`config.mk`:
```
export PLATFORM = sky130hd
export DESIGN_NAME = frq_decoder
export DESIGN_NICKNAME = d
export VERILOG_FILES = /design/src/rtl/frq_decoder_pkg.sv /design/src/rtl/frq_decoder_edge_sync.sv /design/src/rtl/frq_decoder.sv
export SDC_FILE = /design/constraint.sdc
export NUM_CORES = 1
export LEC_CHECK = 0
export ABC_AREA = 1
export ABC_CLOCK_PERIOD_IN_PS = 2170
export BUFFER_PORTS_ARGS = -buffer_cell sky130_fd_sc_hd__buf_4
export CAP_MARGIN = 20
export CELL_PAD_IN_SITES_DETAIL_PLACEMENT = 2
export CELL_PAD_IN_SITES_GLOBAL_PLACEMENT = 2
export CORE_AREA = 2 2 55 95
export DETAILED_ROUTE_END_ITERATION = 10
export DIE_AREA = 0 0 57 97
export HOLD_SLACK_MARGIN = 0.02
export PLACE_DENSITY_LB_ADDON = 0.12
export SLEW_MARGIN = 10
export SYNTH_ARGS = -nofsm -noshare
export SYNTH_HDL_FRONTEND = slang
export SYNTH_SLANG_ARGS = --single-unit
```
`constraint.sdc`:
```
create_clock -name clk -period 2.17 [get_ports clk]
set_input_delay 0.217 -clock clk [delete_from_list [all_inputs] [get_ports clk]]
set_output_delay 0.217 -clock clk [all_outputs]
set_load 0.02 [all_outputs]
```
`src/rtl/frq_decoder_pkg.sv`:
```
// Shared definitions for the divided-frequency link: code width, default
// period mapping, FSM state encoding and the window-hit decode helper.
package frq_decoder_pkg;

    localparam int CODE_W          = 3;
    localparam int NUM_CODES       = 1 << CODE_W;
    localparam int PERIOD_UNIT_DEF = 16;
    localparam int TOL_DEF         = 2;

    typedef enum logic {
        IDLE    = 1'b0,
        MEASURE = 1'b1
    } frq_state_t;

    // Result of matching one measured period against all code windows.
    typedef struct packed {
        logic              hit;
        logic [CODE_W-1:0] code;
    } dec_res_t;

    // Longest period that still decodes (top window upper bound).
    function automatic int max_period(input int unit, input int tol);
        return NUM_CODES * unit + tol;
    endfunction

    // Windows are disjoint, so at most one bit of h is set; report its index.
    function automatic dec_res_t hit_decode(input logic [NUM_CODES-1:0] h);
        dec_res_t r;
        r.hit  = |h;
        r.code = '0;
        for (int k = 0; k < NUM_CODES; k++) begin
            if (h[k]) r.code = CODE_W'(k);
        end
        return r;
    endfunction

endpackage

```
`src/rtl/frq_decoder_edge_sync.sv`:
```
// Brings the asynchronous square wave into the clk domain and turns each
// rising edge into a single-cycle pulse.
module frq_decoder_edge_sync (
    input  logic clk,
    input  logic in_sig,
    output logic rise
);

    logic s1;
    logic s2;
    logic prev;

    // 2-FF synchronizer followed by the edge-history register. Deliberately not
    // reset: clearing it while in_sig is high would fabricate a rising edge.
    always_ff @(posedge clk) begin
        s1   <= in_sig;
        s2   <= s1;
        prev <= s2;
    end

    assign rise = s2 & ~prev;

endmodule

```
`src/rtl/frq_decoder.sv`:
```
// Receive end of the divided-frequency link: measures the period between
// rising edges of in_sig, maps it onto a code window and reports the code
// once LOCK_N consecutive periods agree.
module frq_decoder
    import frq_decoder_pkg::*;
#(
    parameter int PERIOD_UNIT = PERIOD_UNIT_DEF,
    parameter int TOL         = TOL_DEF,
    parameter int CNT_W       = 8,
    parameter int LOCK_N      = 2
) (
    input  logic              clk,
    input  logic              rst,
    input  logic              in_sig,
    output logic [CODE_W-1:0] code,
    output logic              valid,
    output logic              locked,
    output logic              err,
    output logic              timeout
);

    localparam int             MAX_P = max_period(PERIOD_UNIT, TOL);
    localparam logic [CNT_W-1:0] SAT = CNT_W'(MAX_P + 1);
    localparam int             MC_W  = $clog2(LOCK_N + 1);

    logic                 rise;
    logic [CNT_W-1:0]     cnt;
    frq_state_t           state;
    logic [CODE_W-1:0]    cand;
    logic [MC_W-1:0]      match_cnt;
    logic [MC_W-1:0]      mc_inc;
    logic [MC_W-1:0]      new_mc;
    logic [NUM_CODES-1:0] hit;
    dec_res_t             dec;

    frq_decoder_edge_sync u_edge_sync (
        .clk    (clk),
        .in_sig (in_sig),
        .rise   (rise)
    );

    // Period counter: restarts at 1 on every rise so that its value at the
    // next rise equals the edge-to-edge distance; parks at MAX_P+1.
    always_ff @(posedge clk) begin
        if (rst) begin
            cnt <= '0;
        end else if (rise) begin
            cnt <= CNT_W'(1);
        end else if (cnt != SAT) begin
            cnt <= cnt + 1'b1;
        end
    end

    // One window comparator per code, bounds fixed at elaboration.
    for (genvar k = 0; k < NUM_CODES; k++) begin : g_win
        localparam logic [CNT_W-1:0] LO = CNT_W'(PERIOD_UNIT * (k + 1) - TOL);
        localparam logic [CNT_W-1:0] HI = CNT_W'(PERIOD_UNIT * (k + 1) + TOL);
        assign hit[k] = (cnt >= LO) && (cnt <= HI);
    end

    assign dec    = hit_decode(hit);
    assign mc_inc = (match_cnt == MC_W'(LOCK_N)) ? match_cnt : match_cnt + 1'b1;
    // A new candidate starts its own run at 1.
    assign new_mc = (dec.code == cand) ? mc_inc : MC_W'(1);

    // Lock FSM with registered outputs; pulses default low every cycle.
    always_ff @(posedge clk) begin
        if (rst) begin
            state     <= IDLE;
            cand      <= '0;
            match_cnt <= '0;
            code      <= '0;
            valid     <= 1'b0;
            locked    <= 1'b0;
            err       <= 1'b0;
            timeout   <= 1'b0;
        end else begin
            valid   <= 1'b0;
            err     <= 1'b0;
            timeout <= 1'b0;
            case (state)
                IDLE: begin
                    // First edge only opens a measurement.
                    if (rise) state <= MEASURE;
                end
                MEASURE: begin
                    if (rise) begin
                        if (!dec.hit) begin
                            err       <= 1'b1;
                            locked    <= 1'b0;
                            match_cnt <= '0;
                        end else begin
                            cand      <= dec.code;
                            match_cnt <= new_mc;
                            if (new_mc == MC_W'(LOCK_N)) begin
                                locked <= 1'b1;
                                code   <= dec.code;
                                valid  <= 1'b1;
                            end else begin
                                locked <= 1'b0;
                            end
                        end
                    end else if (cnt == SAT) begin
                        // Signal lost: report once and wait for a fresh edge.
                        timeout   <= 1'b1;
                        locked    <= 1'b0;
                        match_cnt <= '0;
                        state     <= IDLE;
                    end
                end
                default: state <= IDLE;
            endcase
        end
    end

endmodule

```
-- Yosys cells after proc, flatten, opt, wreduce, memory -nomap -nowiden
Index checks and enable logic that the tools add are counted.
- register bits after elaboration: 24
- latch bits: 0
- RAM bits: 0
- bits in read-only memories: 0
- input port bits: 3
- output and inout bits: 7
- logic and storage cells: 81
- memories kept: 0
- add/sub/neg operators: 2
- multiply operators: 0
- div/mod/pow operators: 0
- magnitude comparators: 16
- equality and inequality tests: 5
- shifts and indexed selects: 0
- multiplexer cells: 24
- bitwise gates (word level): 4
- reductions and logical operators: 17
- operators with widths (kind ; count):
    8-bit by 7-bit >= comparator with 1-bit output, second input constant ; 4
    8-bit by 7-bit <= comparator with 1-bit output, second input constant ; 4
    3-bit two-way mux ; 6
    8-bit by 6-bit >= comparator with 1-bit output, second input constant ; 2
    8-bit by 6-bit <= comparator with 1-bit output, second input constant ; 2
    1-bit two-way mux ; 12
    2-bit two-way mux ; 5
    8-bit by 1-bit adder with 8-bit output, second input constant ; 1
    8-bit == test, second input constant ; 1
    8-bit by 4-bit >= comparator with 1-bit output, second input constant ; 1
    8-bit by 5-bit >= comparator with 1-bit output, second input constant ; 1
    8-bit by 5-bit <= comparator with 1-bit output, second input constant ; 1
    8-bit <= comparator, second input constant ; 1
    1-bit logical AND ; 8
    8-bit inequality test, second input constant ; 1
    8-bit OR reduction ; 1
    3-bit OR reduction ; 2
    2-bit == test, second input constant ; 2
    4-bit AND reduction ; 1
    2-bit nonzero test ; 2
    3-bit == test ; 1
    1-bit inverter ; 3
    3-bit AND reduction ; 1
    2-bit by 1-bit adder with 2-bit output, second input constant ; 1
    4 further kinds ; 4

-- Logic depth before layout (Yosys ltp)
Gate-level depths: netlist of the first run.
- depth in word-level cells: 15
- depth in mapped cells: 18
- gate-level depth less buffers: 17

-- By module
From an unflattened synthesis of the first run, not the netlist that was laid out.
- cells, all modules: 241
- area, all modules: 1522.7 um^2
- modules (own cells, without submodules) (module ; instances ; cells an instance ; area an instance (um^2) ; seq. area each (um^2)):
    frq_decoder ; 1 ; 236 ; 1452.6 ; 420.4
    frq_decoder_edge_sync ; 1 ; 5 ; 70.1 ; 60.1

-- Worst setup path after synthesis of the first run
Ideal clock, no wire load.
- kind: reg-to-reg
- start: register cnt[1]
- end: register code[0]
- library setup time: 113 ps
- arrival: 1607 ps
- required time: 2057 ps
- setup slack: 449 ps
- cell stages (with the launch flop): 14
- path buffers: 0
- clock period less this slack: 1721 ps
- cell sequence: dfxtp_1 -> inv_2 -> nor2_4 -> nand2_2 -> o21ai_2 -> nand2_2 -> nand2_2 -> nor2_4 -> nand2_2 -> nand2_2 -> nor2_4 -> nand4_4 -> nor2_1 -> nor2_1
- cells in the longest elaborated chain, start to end: 13
- elaborated cells between the ends (all ways): 36
- classes of those cells: order compare: 16; eq/ne: 2; mux: 8; reduce/logical: 10
- RTL lines (item ; RTL line ; text):
    from (decl) ; frq_decoder.sv:27 ; logic [CNT_W-1:0] cnt;
    from (signal assigned) ; frq_decoder.sv:50 ; cnt <= cnt + 1'b1;
    8-bit by 5-bit >= comparator with 1-bit output or 8-bit by 6-bit <= comparator with 1-bit output (tied branches) ; frq_decoder.sv:58 ; assign hit[k] = (cnt >= LO) && (cnt <= HI);
    1-bit logical AND ; frq_decoder.sv:58 ;
    1-bit two-way mux ; frq_decoder_pkg.sv:32 ; if (h[k]) r.code = CODE_W'(k);
    3-bit two-way mux (6 in series) ; frq_decoder_pkg.sv:32 ;
    3-bit == test ; frq_decoder.sv:64 ; assign new_mc = (dec.code == cand) ? mc_inc : MC_W'(1);
    2-bit two-way mux ; frq_decoder.sv:64 ;
    2-bit == test ; frq_decoder.sv:95 ; if (new_mc == MC_W'(LOCK_N)) begin
    4-bit AND reduction (no source line) ; - ;
    to (signal assigned) ; frq_decoder.sv:97 ; code <= dec.code;
    to (decl) ; frq_decoder.sv:15 ; output logic [CODE_W-1:0] code,
Parallel ways exist; a longest one is shown, timed or not.
A chain may end at the register's enable or synchronous reset.

-- Final worst setup path of the first run
- start: register cnt[1]
- end: register code[2]
The elaborated chain is that of the path after synthesis.

==> metrics.csv, run 1 <==
stage;metric;value;unit
synth;ys_seq_area_share;32.5;%
setup_path;crit_fanout;8;
cts;cts_buffers;3;
global_route;grt_max_degree;15;
setup_path;worstSetupPathType;reg -> reg;
timing;drv_slew;0;
timing;fin_skew;2.75;ps
setup_path;start_kind;flop;
pwr;power_density;525;nW/µm²
pwr;power.leakage;0.849;nW
timing;hold_slack;37.8;ps
drt;routed_wl;4530;µm
global_route;grt_pass1_wl;7650;µm
timing;tightest_slew;343;ps
timing;max_freq;0.504;GHz
timing;hold_viol_final;0;
setup_path;reg2reg_slack;190;ps
cts;numClockSinks;24;
synth;synth_area;1480;µm²
drt;firstDrtPassIters;3;
cts;clkLatencyLatePin;270;ps
cts;cts_tree;built;
die;start_util;31.4;%
pwr;vdd_drop_max;0.000407;V
cells_and_area;drive_above_1_share;24.1;%
synth;ys_types;22;
timing;layout_min_cycle_time;1980;ps
setup_path;r2r-end;code[2];
global_route;antenna_found_initial;0;
cells_and_area;final_cells;301;
cells_and_area;syn_to_final_growth;19.0;%
synth;synth_top_area_share;32.5;%
setup_path;r2r_start;cnt[1];
setup_path;startpoint;cnt[1];
global_route;first_global_vias;1647;
die;row_count;33;
synth;synth.largest_area_cell;dfxtp_1;
cts;h-tree-depth;1;
synth;yosysWarnings;0;
place;numPortBuffers;9;
outcome;run_status;complete, no violations;
cts;cts_max_path_buffers;2;
setup_path;setup.worst_path.end;code[2];
place;finalWeightedCongestion;0.796;
global_route;grt_usage;17.8;%
job;drv_cap;0;
timing;fin_crit_sh;91.4;%
place;placed_cells;296;
setup_path;critPathRequiredTime;2350;ps
timing;slew_headroom;76.9;%
setup_path;crit_arrival;2160;ps
cells_and_area;nets;256;
die;core-area;4710;µm²
setup_path;worst-r2r-cell-count;13;
die;dieArea;5530;µm²
synth;avgSynthCellArea;6.40;µm²
drt;drc;0;
cells_and_area;num_antenna_cells;0;
synth;synth_seq_cells;24;
drt;antenna_left;0;
timing;setup-violations-final;0;
die;die_x;57;µm
drt;first_iter_violations;44;
place;hpwl;3820;µm
die;die-height;97;µm
setup_path;end_kind;flop;
synth;ys_top_cells_by_area;dfxtp_1, nand2_1, nor2_1, inv_1, nand2_2;
global_route;grt-ovfl-total;0;
drt;wl_per_cell;15.0;µm
drt;via_per_inst;4.97;
die;io_pins;10;
cts;cts-root-buf;clkbuf_8;
drt;vias;1497;
min_path;hold_class;in -> reg;
synth;syn_nets;237;
cts;clk_pin_slew;90;ps
synth;syn_inst;231;
[critical path, stage by stage, from the launching register on]
cell and delay (ps):
dfxtp_1 420, inv_2 110, nor2_4 200, nand2_2 110, o21ai_2 140, nand2_2 100, nand2_2 110, nor2_4 60
nand2_1 70, nand2_2 70, nor2_4 150, nand4_4 140, nor2_1 140, nor2_1 50
[routing by layer]
metal | part of all wire (%) | track usage (%) | vias to the layer above
met1 | 37 | 18.0 | 736
met2 | 61 | 36.0 | 7
li1 | - | - | 750
met5 | 0 | 0 | -
met4 | 1.2 | 4.83 | 0
met3 | 1.1 | 2.01 | 4
[placed cells by master, fill, tap and decap left out]
cell / n
nand2_1: 65
nor2_1: 30
inv_1: 28
dfxtp_1: 18
buf_4: 16
nand2_2: 15
nand3_1: 15
a21oi_1: 11
inv_2: 6
nor2_4: 6
nand4_1: 5
o21ai_0: 5
dfxtp_2: 5
xor2_1: 3
ha_1: 3
clkbuf_8: 3
nor2_2: 2
o21ai_2: 2
nor3_1: 2
a211oi_1: 2
inv_4: 1
o21ai_1: 1
nand4_4: 1
xnor2_1: 1
bufinv_16: 1
dfxtp_4: 1
buf_12: 1
[cells by family (layout without fill, tap and decap cells)]
family,count (synthesis),in the layout,share of synthesized area (%)
flops,24,24,32.5
xor+xnor,4,4,2.37
fa+ha+maj,3,3,2.54
simple gates,141,141,44.3
buf+inv,38,56,10.3
compound gates,21,21,7.95
[repair_timing]
| action | in CTS | in global routing |
|---|---|---|
| setup endpoints to repair | 0 | 8 |
| hold buffers | 0 | 0 |
| setup buffers | 0 | 1 |
| gates resized for setup | 0 | 12 |
[Yosys cell counts]
| cell | number |
|---|---|
| nand2_1 | 68 |
| xnor2_1 | 1 |
| a211oi_1 | 2 |
| nand2_2 | 12 |
| nor3_1 | 2 |
| inv_2 | 6 |
| nand4_4 | 1 |
| o21ai_2 | 2 |
| ha_1 | 3 |
| o21ai_1 | 1 |
| nor2_4 | 6 |
| clkbuf_1 | 1 |
| nand4_1 | 5 |
| o21ai_0 | 5 |
| nand3_1 | 15 |
| buf_4 | 2 |
| a21oi_1 | 11 |
| nor2_1 | 32 |
| inv_4 | 1 |
| xor2_1 | 3 |
| inv_1 | 28 |
| dfxtp_1 | 24 |
[state kept, by name, indices dropped and copies added (netlist names), 2 cells and up]
signal and count:
cnt 8, cand 3, code 3, match_cnt 2
[area by class of cell]
| type | instances | area [µm²] |
|---|---|---|
| fillers | 603 | 2950 |
| repair buffers | 17 | 140 |
| clock buffers | 3 | 41.3 |
| multi-input cells | 169 | 858 |
| flip-flops and latches | 24 | 490 |
| well taps | 52 | 65.1 |
| inverters | 35 | 134 |
| clock inverters | 1 | 30.0 |
[report_power, final]
| group | switching, mW | leakage, nW | internal (mW) |
|---|---|---|---|
| clock | 0.156 | 0.0357 | 0.247 |
| combinational | 0.0423 | 0.615 | 0.0246 |
| sequential | 0.00608 | 0.199 | 0.448 |
[how the worst min path moves through the flow]
stage                         from        endpoint  depth (start not counted)
CTS                         in_sig  u_edge_sync.s1                          1
global placement    u_edge_sync.s1  u_edge_sync.s2                          0
floorplan                   in_sig  u_edge_sync.s1                          0
global route                in_sig  u_edge_sync.s1                          1
detailed placement          in_sig  u_edge_sync.s1                          1
finish                      in_sig  u_edge_sync.s1                          1
[stage by stage]
step	TNS, ps	cell area (µm²)	setup WS [ps]	utilization [%]	power, mW
after floorplan	0	1480	449	-	0.500
after global routing	-20.9	1760	-10.8	37.4	0.959
after detailed placement	0	1660	52.1	35.2	0.531
after global placement	0	1660	62.3	35.2	0.529
final	0	1760	188	37.4	0.923
after CTS	0	1730	30.7	36.7	0.933
Power figures use the tool's default switching activity.
==> run 2: changes to the inputs <==
- CORE_AREA: 2 2 55 95 -> 2 2 56 97
- DIE_AREA: 0 0 57 97 -> 0 0 58 99
- RECOVER_POWER: unset -> 50
- SETUP_SLACK_MARGIN: unset -> 0.2
- SYNTH_HIERARCHICAL: unset -> 1
==> metrics.csv, run 2 <==
stage;metric;value;unit
outcome;run_status;complete, no violations;
die;die-height;99;µm
die;start_util;30.9;%
cells_and_area;reg_top3;cnt: 8 flops, cand: 3 flops, code: 3 flops;
global_route;grt-ovfl-total;0;
synth;avgSynthCellArea;6.32;µm²
global_route;grt_pass1_wl;8830;µm
setup_path;cpLargestDelayFamily;simple AND/OR/NAND/NOR gates;
min_path;hold_class;in -> reg;
cells_and_area;layout_common_cells;nand2_1, nor2_1, nand2_2;
cts;h-tree-depth;1;
die;dieArea;5740;µm²
pwr;p_switching;0.230;mW
synth;syn_nets;247;
pwr;total_power;0.943;mW
cells_and_area;syn_to_final_growth;34.2;%
timing;tns;0;ps
drt;firstDrtPassIters;4;
timing;layout_min_cycle_time;2000;ps
drt;drc;0;
cells_and_area;num_antenna_cells;0;
cells_and_area;largest_reg_flops;8;
drt;vias;1659;
timing;setup-violations-final;0;
pwr;vdd_drop_max;0.000351;V
pwr;power.leakage;0.960;nW
global_route;first_global_vias;1837;
synth;ys_async_sr_fraction;0;%
drt;antenna_left;0;
place;hpwl;4260;µm
cts;ctsHoldBuffers;0;
drt;first_iter_violations;40;
synth;ys_seq_area_share;31.6;%
pwr;seqPwrFrac;47.8;%
setup_path;end_kind;flop;
pwr;intPower;0.714;mW
timing;max_freq;0.499;GHz
setup_path;cp_cell_sequence;nand2_4, nor2_4, inv_2, a21oi_2, nand2_2, nand2_4, nor2_4, nand2_2, nand2_4, nor2_4, nand4_4, buf_6, a21oi_1;
cells_and_area;final_common_cell;nand2_1;
global_route;antenna_found_initial;0;
cts;cts_max_path_buffers;2;
synth;ys_types;26;
place;finalWeightedCongestion;0.785;
timing;tightest_slew;343;ps
global_route;grt_usage;20.4;%
global_route;grt_max_degree;15;
timing;slew_headroom;76.9;%
synth;ys_top_cells_by_area;dfxtp_1, nand2_1, nor2_1, inv_1, nand3_1;
setup_path;critPathRequiredTime;2380;ps
synth;synth_top_area_share;31.6;%
setup_path;crit_buf_inv;2;
synth;synth_most_common_cell;nand2_1;
die;core-area;4930;µm²
cells_and_area;drive_above_1_share;37.6;%
drt;via_per_inst;5.06;
pwr;pwr-share-comb;8.2;%
drt;wl_per_cell;17.3;µm
timing;drv_slew;0;
die;io_pins;10;
timing;hold_viol_final;0;
cells_and_area;largest_register;cnt;
cts;numClockSinks;24;
setup_path;critical_path.max_stage_delay;410;ps
setup_path;crit_slowest_cell;dfxtp_4;
synth;synth_seq_cells;24;
synth;netlist_top_cells_count;nand2_1, nor2_1, dfxtp_1;
timing;fin_crit_sh;92.3;%
cts;cts_buffers;3;
synth;synth_area;1520;µm²
synth;synth-edff-count;0;
cts;cts_tree;built;
cts;cts-root-buf;clkbuf_8;
pwr;power_density;462;nW/µm²
setup_path;start_kind;flop;
pwr;clkPwrFrac;44.0;%
pwr;swShare;24.3;%
place;numPortBuffers;9;
die;die_x;58;µm
die;row_count;34;
cts;clk_pin_slew;90;ps
setup_path;crit_fanout;8;
drt;routed_wl;5670;µm
job;drv_cap;0;
timing;fin_skew;12.1;ps
cts;clkLatencyLatePin;280;ps
cells_and_area;nets;281;
synth;synth.largest_area_cell;dfxtp_1;
setup_path;crit_arrival;2210;ps
synth;yosysWarnings;6;
synth;syn_inst;241;
setup_path;worstSetupPathType;reg -> reg;
synth;synth_ff_type;dfxtp_1;
timing;rsz0062_at_grt;true;
[run 2: cells by family after synthesis]
family / count (synthesis) / share of synthesized area, %
simple gates: 152 / 45.6
buf+inv: 38 / 11.2
flops: 24 / 31.6
compound gates: 21 / 7.48
xor+xnor: 3 / 1.73
fa+ha+maj: 3 / 2.47
[run 2: through the flow]
stage	util (%)	setup slack (ps)	area [µm²]	std cells	hold WS, ps
after global routing	41.4	7.92	2040	328	57.1
final	41.4	167	2040	328	68.6
after detailed placement	33.4	19.3	1650	304	326
after floorplan	-	511	1520	241	245
after global placement	33.4	105	1650	304	314
after CTS	38.6	204	1910	320	36.2
[run 2: timing repair]
item / 4_1_cts / 5_1_grt
gates resized for setup: 37 / 33
endpoints found under the setup margin: 9 / 9
buffers inserted: 12 / 8
endpoints found under the hold margin: 0 / 0
pin swaps: 11 / 27
[run 2: area by class of cell]
| class | count | area [µm²] |
|---|---|---|
| fillers | 607 | 2890 |
| multi-input cells | 179 | 1010 |
| flip-flops and latches | 24 | 507 |
| repair buffers | 33 | 233 |
| inverters | 34 | 150 |
| well taps | 54 | 67.6 |
| clock buffers | 3 | 41.3 |
| clock inverters | 1 | 30.0 |
[run 2: power groups by stage]
stage / clock [mW] / combinational [mW] / sequential (mW)
floorplan: 0 / 0.0374 / 0.466
global placement: 0 / 0.0667 / 0.466
detailed placement: 0 / 0.0672 / 0.466
CTS: 0.431 / 0.0741 / 0.450
global route: 0.442 / 0.0850 / 0.452
finish: 0.415 / 0.0775 / 0.451
[run 2: final timing paths]
path                         end  cells past startpoint      startpoint  slack, ps
setup / recovery          locked                     13          cnt[2]        170
hold / removal    u_edge_sync/s1                      1          in_sig         70
setup reg to reg          locked                     13          cnt[2]        170
hold reg to reg   u_edge_sync/s2                      0  u_edge_sync/s1        340
[run 2: worst register-to-register path: cells and delay by family, from the launching register on]
family / cells / cell delay, ps
AO/OA/AOI/OAI: 2 / 290
buffers and inverters: 2 / 270
flip-flops: 1 / 410
AND/OR/NAND/NOR: 9 / 970
[run 2: layer usage]
metal	vias to the layer above	share of wire, %	global-route usage, %
li1	817	-	-
met1	798	34	18.6
met2	29	60	42.5
met3	15	1.4	1.31
met4	0	4.3	8.94
met5	-	0	0
